--- src/rtl/torv32_pkg.sv ---
// torv32_pkg: shared constants and the memory-arbiter owner encoding.
package torv32_pkg;

    localparam int ADDR_W       = 17;
    localparam int STARVE_LIMIT = 4;

    typedef enum logic [1:0] {
        IDLE  = 2'd0,
        OWN_D = 2'd1,
        OWN_F = 2'd2,
        OWN_L = 2'd3
    } owner_e;

endpackage

--- src/rtl/mem_arb_age.sv ---
// mem_arb_age: saturating wait counter; starved_o flags a requester denied LIMIT cycles in a row.
module mem_arb_age #(
    parameter int LIMIT = 4
) (
    input  logic clk,
    input  logic resetn,
    input  logic req_i,
    input  logic gnt_i,
    output logic starved_o
);

    logic [3:0] cnt_q, cnt_d;

    assign starved_o = cnt_q == 4'(LIMIT);
    assign cnt_d     = (!req_i || gnt_i) ? 4'd0 : starved_o ? cnt_q : cnt_q + 4'd1;

    always_ff @(posedge clk or negedge resetn) begin
        if (!resetn) cnt_q <= 4'd0;
        else         cnt_q <= cnt_d;
    end

endmodule

--- src/rtl/torv32_mem_arb.sv ---
// torv32_mem_arb: one-RAM arbiter for data/fetch/loader, fixed priority with starvation aging.
// The loader port only arbitrates when TORV32_MEM_ARB_LOADER_EN is defined.
module torv32_mem_arb
    import torv32_pkg::*;
#(
    parameter int ADDR_W       = torv32_pkg::ADDR_W,
    parameter int STARVE_LIMIT = torv32_pkg::STARVE_LIMIT
) (
    input  logic              clk,
    input  logic              resetn,
    input  logic              d_req,
    input  logic [ADDR_W-1:0] d_addr,
    input  logic [3:0]        d_wmask,
    input  logic [31:0]       d_wdata,
    output logic              d_gnt,
    output logic              d_rvalid,
    input  logic              f_req,
    input  logic [ADDR_W-1:0] f_addr,
    output logic              f_gnt,
    output logic              f_rvalid,
    input  logic              l_req,
    input  logic [ADDR_W-1:0] l_addr,
    input  logic [3:0]        l_wmask,
    input  logic [31:0]       l_wdata,
    output logic              l_gnt,
    output logic              l_rvalid,
    output logic [31:0]       rdata,
    output logic              ram_en,
    output logic [ADDR_W-3:0] ram_addr,
    output logic [3:0]        ram_wmask,
    output logic [31:0]       ram_wdata,
    input  logic [31:0]       ram_rdata
);

    logic              f_starved, l_starved, l_req_v;
    logic [ADDR_W-1:0] addr_sel;
    owner_e            owner_q, owner_d;

    mem_arb_age #(.LIMIT(STARVE_LIMIT)) u_f_age (
        .clk       (clk),
        .resetn    (resetn),
        .req_i     (f_req),
        .gnt_i     (f_gnt),
        .starved_o (f_starved)
    );

`ifdef TORV32_MEM_ARB_LOADER_EN
    localparam bit LOADER_EN = 1'b1;
    mem_arb_age #(.LIMIT(STARVE_LIMIT)) u_l_age (
        .clk       (clk),
        .resetn    (resetn),
        .req_i     (l_req_v),
        .gnt_i     (l_gnt),
        .starved_o (l_starved)
    );
`else
    localparam bit LOADER_EN = 1'b0;
    assign l_starved = 1'b0;
`endif

    assign l_req_v = LOADER_EN && l_req;

    // Starved fetch outranks a starved loader, so a double saturation resolves fetch-then-loader.
    always_comb begin
        d_gnt = 1'b0;
        f_gnt = 1'b0;
        l_gnt = 1'b0;
        if (resetn) begin
            if (f_req && f_starved)        f_gnt = 1'b1;
            else if (l_req_v && l_starved) l_gnt = 1'b1;
            else if (d_req)                d_gnt = 1'b1;
            else if (f_req)                f_gnt = 1'b1;
            else                           l_gnt = l_req_v;
        end
    end

    assign ram_en    = d_gnt | f_gnt | l_gnt;
    assign addr_sel  = l_gnt ? l_addr : f_gnt ? f_addr : d_addr;
    assign ram_addr  = addr_sel[ADDR_W-1:2];
    assign ram_wmask = d_gnt ? d_wmask : l_gnt ? l_wmask : 4'b0000;
    assign ram_wdata = l_gnt ? l_wdata : d_wdata;

    assign owner_d = (ram_wmask != 4'b0000) ? IDLE :
                     d_gnt ? OWN_D : f_gnt ? OWN_F : l_gnt ? OWN_L : IDLE;

    always_ff @(posedge clk or negedge resetn) begin
        if (!resetn) owner_q <= IDLE;
        else         owner_q <= owner_d;
    end

    assign d_rvalid = owner_q == OWN_D;
    assign f_rvalid = owner_q == OWN_F;
    assign l_rvalid = owner_q == OWN_L;
    assign rdata    = ram_rdata;

endmodule

--- config.mk ---
export PLATFORM = sky130hd
export DESIGN_NAME = torv32_mem_arb
export DESIGN_NICKNAME = d
export VERILOG_FILES = /design/src/rtl/torv32_pkg.sv /design/src/rtl/mem_arb_age.sv /design/src/rtl/torv32_mem_arb.sv
export SDC_FILE = /design/constraint.sdc
export NUM_CORES = 1
export LEC_CHECK = 0
export BUFFER_PORTS_ARGS = -buffer_cell sky130_fd_sc_hd__buf_2
export CAP_MARGIN = 20
export CORE_AREA = 4 4 95 97
export CTS_CLUSTER_SIZE = 14
export DETAILED_ROUTE_END_ITERATION = 12
export DIE_AREA = 0 0 99 101
export GPL_TIMING_DRIVEN = 0
export SYNTH_ARGS = -nofsm -noshare
export SYNTH_HDL_FRONTEND = slang
export SYNTH_SLANG_ARGS = --single-unit
--- constraint.sdc ---
create_clock -name clk -period 2.3 [get_ports clk]
set_clock_uncertainty 0.15 [all_clocks]
set_input_delay 0.115 -clock clk [delete_from_list [all_inputs] [get_ports clk]]
set_output_delay 0.115 -clock clk [all_outputs]
set_load 0.01 [all_outputs]
==> impl_results.md <==
- First-pass GRT wire length: 4910 µm
- Post-synthesis sequential area ratio: 0.134
- Max_cap viols: 0
- Final Hold Fails: 0
- Fin cells: 361
- Synth warn: 0
- Crit. End Element: output pin
- Worst hold-check path type: in -> reg
- Final-stage net count: 420
- Routability Congestion: 0.705
- Hold WS: 0.0286 ns
- Post-Place Setup Slack: 0.224 ns
- Core area: 0.00813 mm²
- CTS Buf Count: 3
- FMAX: 0.458 GHz
- Placed inst area: 0.00187 mm²
- Placement row count: 33
- Top Ports: 250
- Worst path slowest cell: dfrtp_1
- Max Slew Vio Count: 0
- Filler cells: 876
- CTS H-tree lvls: 1
- CP top delay family: flip-flops
- Clk sinks: 6
- Power, Total: 0.592 mW
- Outcome: finished, final reports clean
- Die height: 101 µm
- HPWL after DPL: 3290 µm
- DR pass1 iterations: 2
- Critical path peak fanout: 6
- Synth Cell Area: 0.00112 mm²
- Post-layout util: 0.239
- Flops & latches, synth: 6
- Finished Cell Area: 0.00195 mm²
- Share of cells above drive strength 1: 0.836
- Routed vias: 1203
- Dpl cells: 356
- Detailed Route WL: 3540 µm
- Setup TNS Final: 0 ns
- Startpoint types: flip-flop
- Syn_area_per_cell: 8.87 µm²
- Worst-skew pair later-pin latency: 0.22 ns
- Clk root buf: clkbuf_8
- RSZ-0062 raised after global routing: false
- CP required: 2.04 ns
- Starting Density: 0.137
- Critical path buffers and inverters: 3
- Antenna violations before repair: 0
- CP Class: reg -> out
- Max incr delay on CP: 0.41 ns
- CTS tree: built
- DR vias/cell: 3.33
- Total GRT Usage: 0.0602
- Critical-path cell list: inv_1 > ha_1 > nand3b_4 > a21oi_4 > buf_12 > mux2_2 > buf_2
- Avg WL per Cell: 9.81 µm
- Library cells used by synthesis: 22
- Number of nets with antenna violations after routing: 0
- Area grow syn2layout: 74.1%
- Pwr dens: 305 mW/mm²
- Setup slack after layout: 0.118 ns
- Port bufs: 125
- Antenna diode instance count: 0
- Clock Pin Slew Worst Setup and Hold Paths: 0.04 ns
- Minimum clock period: 2.18 ns
- Critical path data arrival time: 1.92 ns
- Final period utilization: 0.949
- Chip width: 99 µm
- DRC Markers: 0
- Max Root-Sink Buffers: 2
- GRT overflow: 0
- Cell count after synthesis: 126
- Peak VDD IR: 0.149 mV
- Final setup violation count: 0
- Iter 0 DRT Violations: 20
- Die area: 0.0100 mm²
- Largest net degree at the start of global routing: 12
- Syn nets: 288
- Number of global-route vias before repair: 1086
- Static Leak: 1.15 nW
report_power, final:
part / switching [mW] / leakage, nW / internal (mW) / total [mW]
sequential: 0.00554 / 0.0815 / 0.111 / 0.117
clock: 0.0475 / 0.0216 / 0.113 / 0.160
combinational: 0.127 / 1.05 / 0.188 / 0.316
total: 0.180 / 1.15 / 0.412 / 0.592
layout make-up:
type / count / area, µm² / area share
plain buffers: 67 / 515 / 0.265
inverters: 3 / 11.3 / 0.00579
flip-flops and latches: 6 / 150 / 0.0772
well taps: 105 / 131 / 0.0675
clock buffers: 3 / 41.3 / 0.0212
repair buffers: 127 / 656 / 0.337
multi-input cells: 50 / 440 / 0.226
routing by layer:
metal	wire, µm	vias to the layer above	GRT usage
li1	-	603	-
met1	1140	484	0.0699
met2	1790	112	0.104
met3	570	4	0.0166
met4	41	0	0.0252
met5	0	-	0
placed cells by master (no fill, tap or decap):
cell             n
inv_1            3
clkbuf_8         3
o21ai_0          2
xor2_1           2
o32ai_1          2
buf_12           2
nor2_1           3
nand3_1          1
nand2_1          6
mux2_2           6
mux2_4           9
and3b_2          1
a21oi_4          1
and2_1           6
nor4_1           1
conb_1           1
nand3b_4         1
buf_4           66
dlygate4sd3_1    1
ha_1             2
buf_2          125
nor2b_1          2
dfrtp_1          6
nor3b_1          1
a21oi_1          3
cell usage after synthesis:
library cell,instances,share of area
buf_4,66,0.44
mux2_4,9,0.12
and2_1,6,0.034
dfrtp_1,6,0.13
mux2_2,6,0.060
nand2_1,6,0.020
a21oi_1,3,0.013
inv_1,3,0.010
nor2_1,3,0.010
ha_1,2,0.022
nor2b_1,2,0.011
o21ai_0,2,0.0090
o32ai_1,2,0.016
xor2_1,2,0.016
a21oi_4,1,0.015
and3b_2,1,0.0090
buf_12,1,0.018
conb_1,1,0.0034
nand3_1,1,0.0045
nand3b_4,1,0.018
nor3b_1,1,0.0067
nor4_1,1,0.0056
path summary, 6_finish.rpt:
path	startpoint	end	slack, ns	cells after the start
worst max-delay path	u_f_age.cnt_q[0]	ram_addr[1]	0.12	7
worst min-delay path	d_req	owner_q[1]	0.03	2
worst max register to register	u_f_age.cnt_q[0]	owner_q[0]	0.69	5
worst min register to register	u_f_age.cnt_q[1]	u_f_age.cnt_q[1]	0.44	2
max in group asynchronous	resetn	u_f_age.cnt_q[3]	1.67	2
min in group asynchronous	resetn	u_f_age.cnt_q[2]	0.15	2
logic make-up after synthesis:
logic type	synth area share
and+or+nand+nor	0.119
xor gates and xnor gates	0.0157
adders and majority gates	0.0224
DFF	0.134
other	0.00336
muxes	0.181
AOI/OAI and AO/OA	0.0526
buffers and inverters	0.471
state kept, by name, indices dropped and copies added, names as in the netlist:
register and flops:
owner_q 2, u_f_age.cnt_q 4
timing repair:
action                                 4_1_cts  5_1_grt
setup buffers                                1        0
endpoints found under the hold margin        6        0
setup endpoints to repair                    9        0
resized for setup                            0        0
hold buffers                                 1        0
No activity file was read; power rests on OpenSTA's default activity.
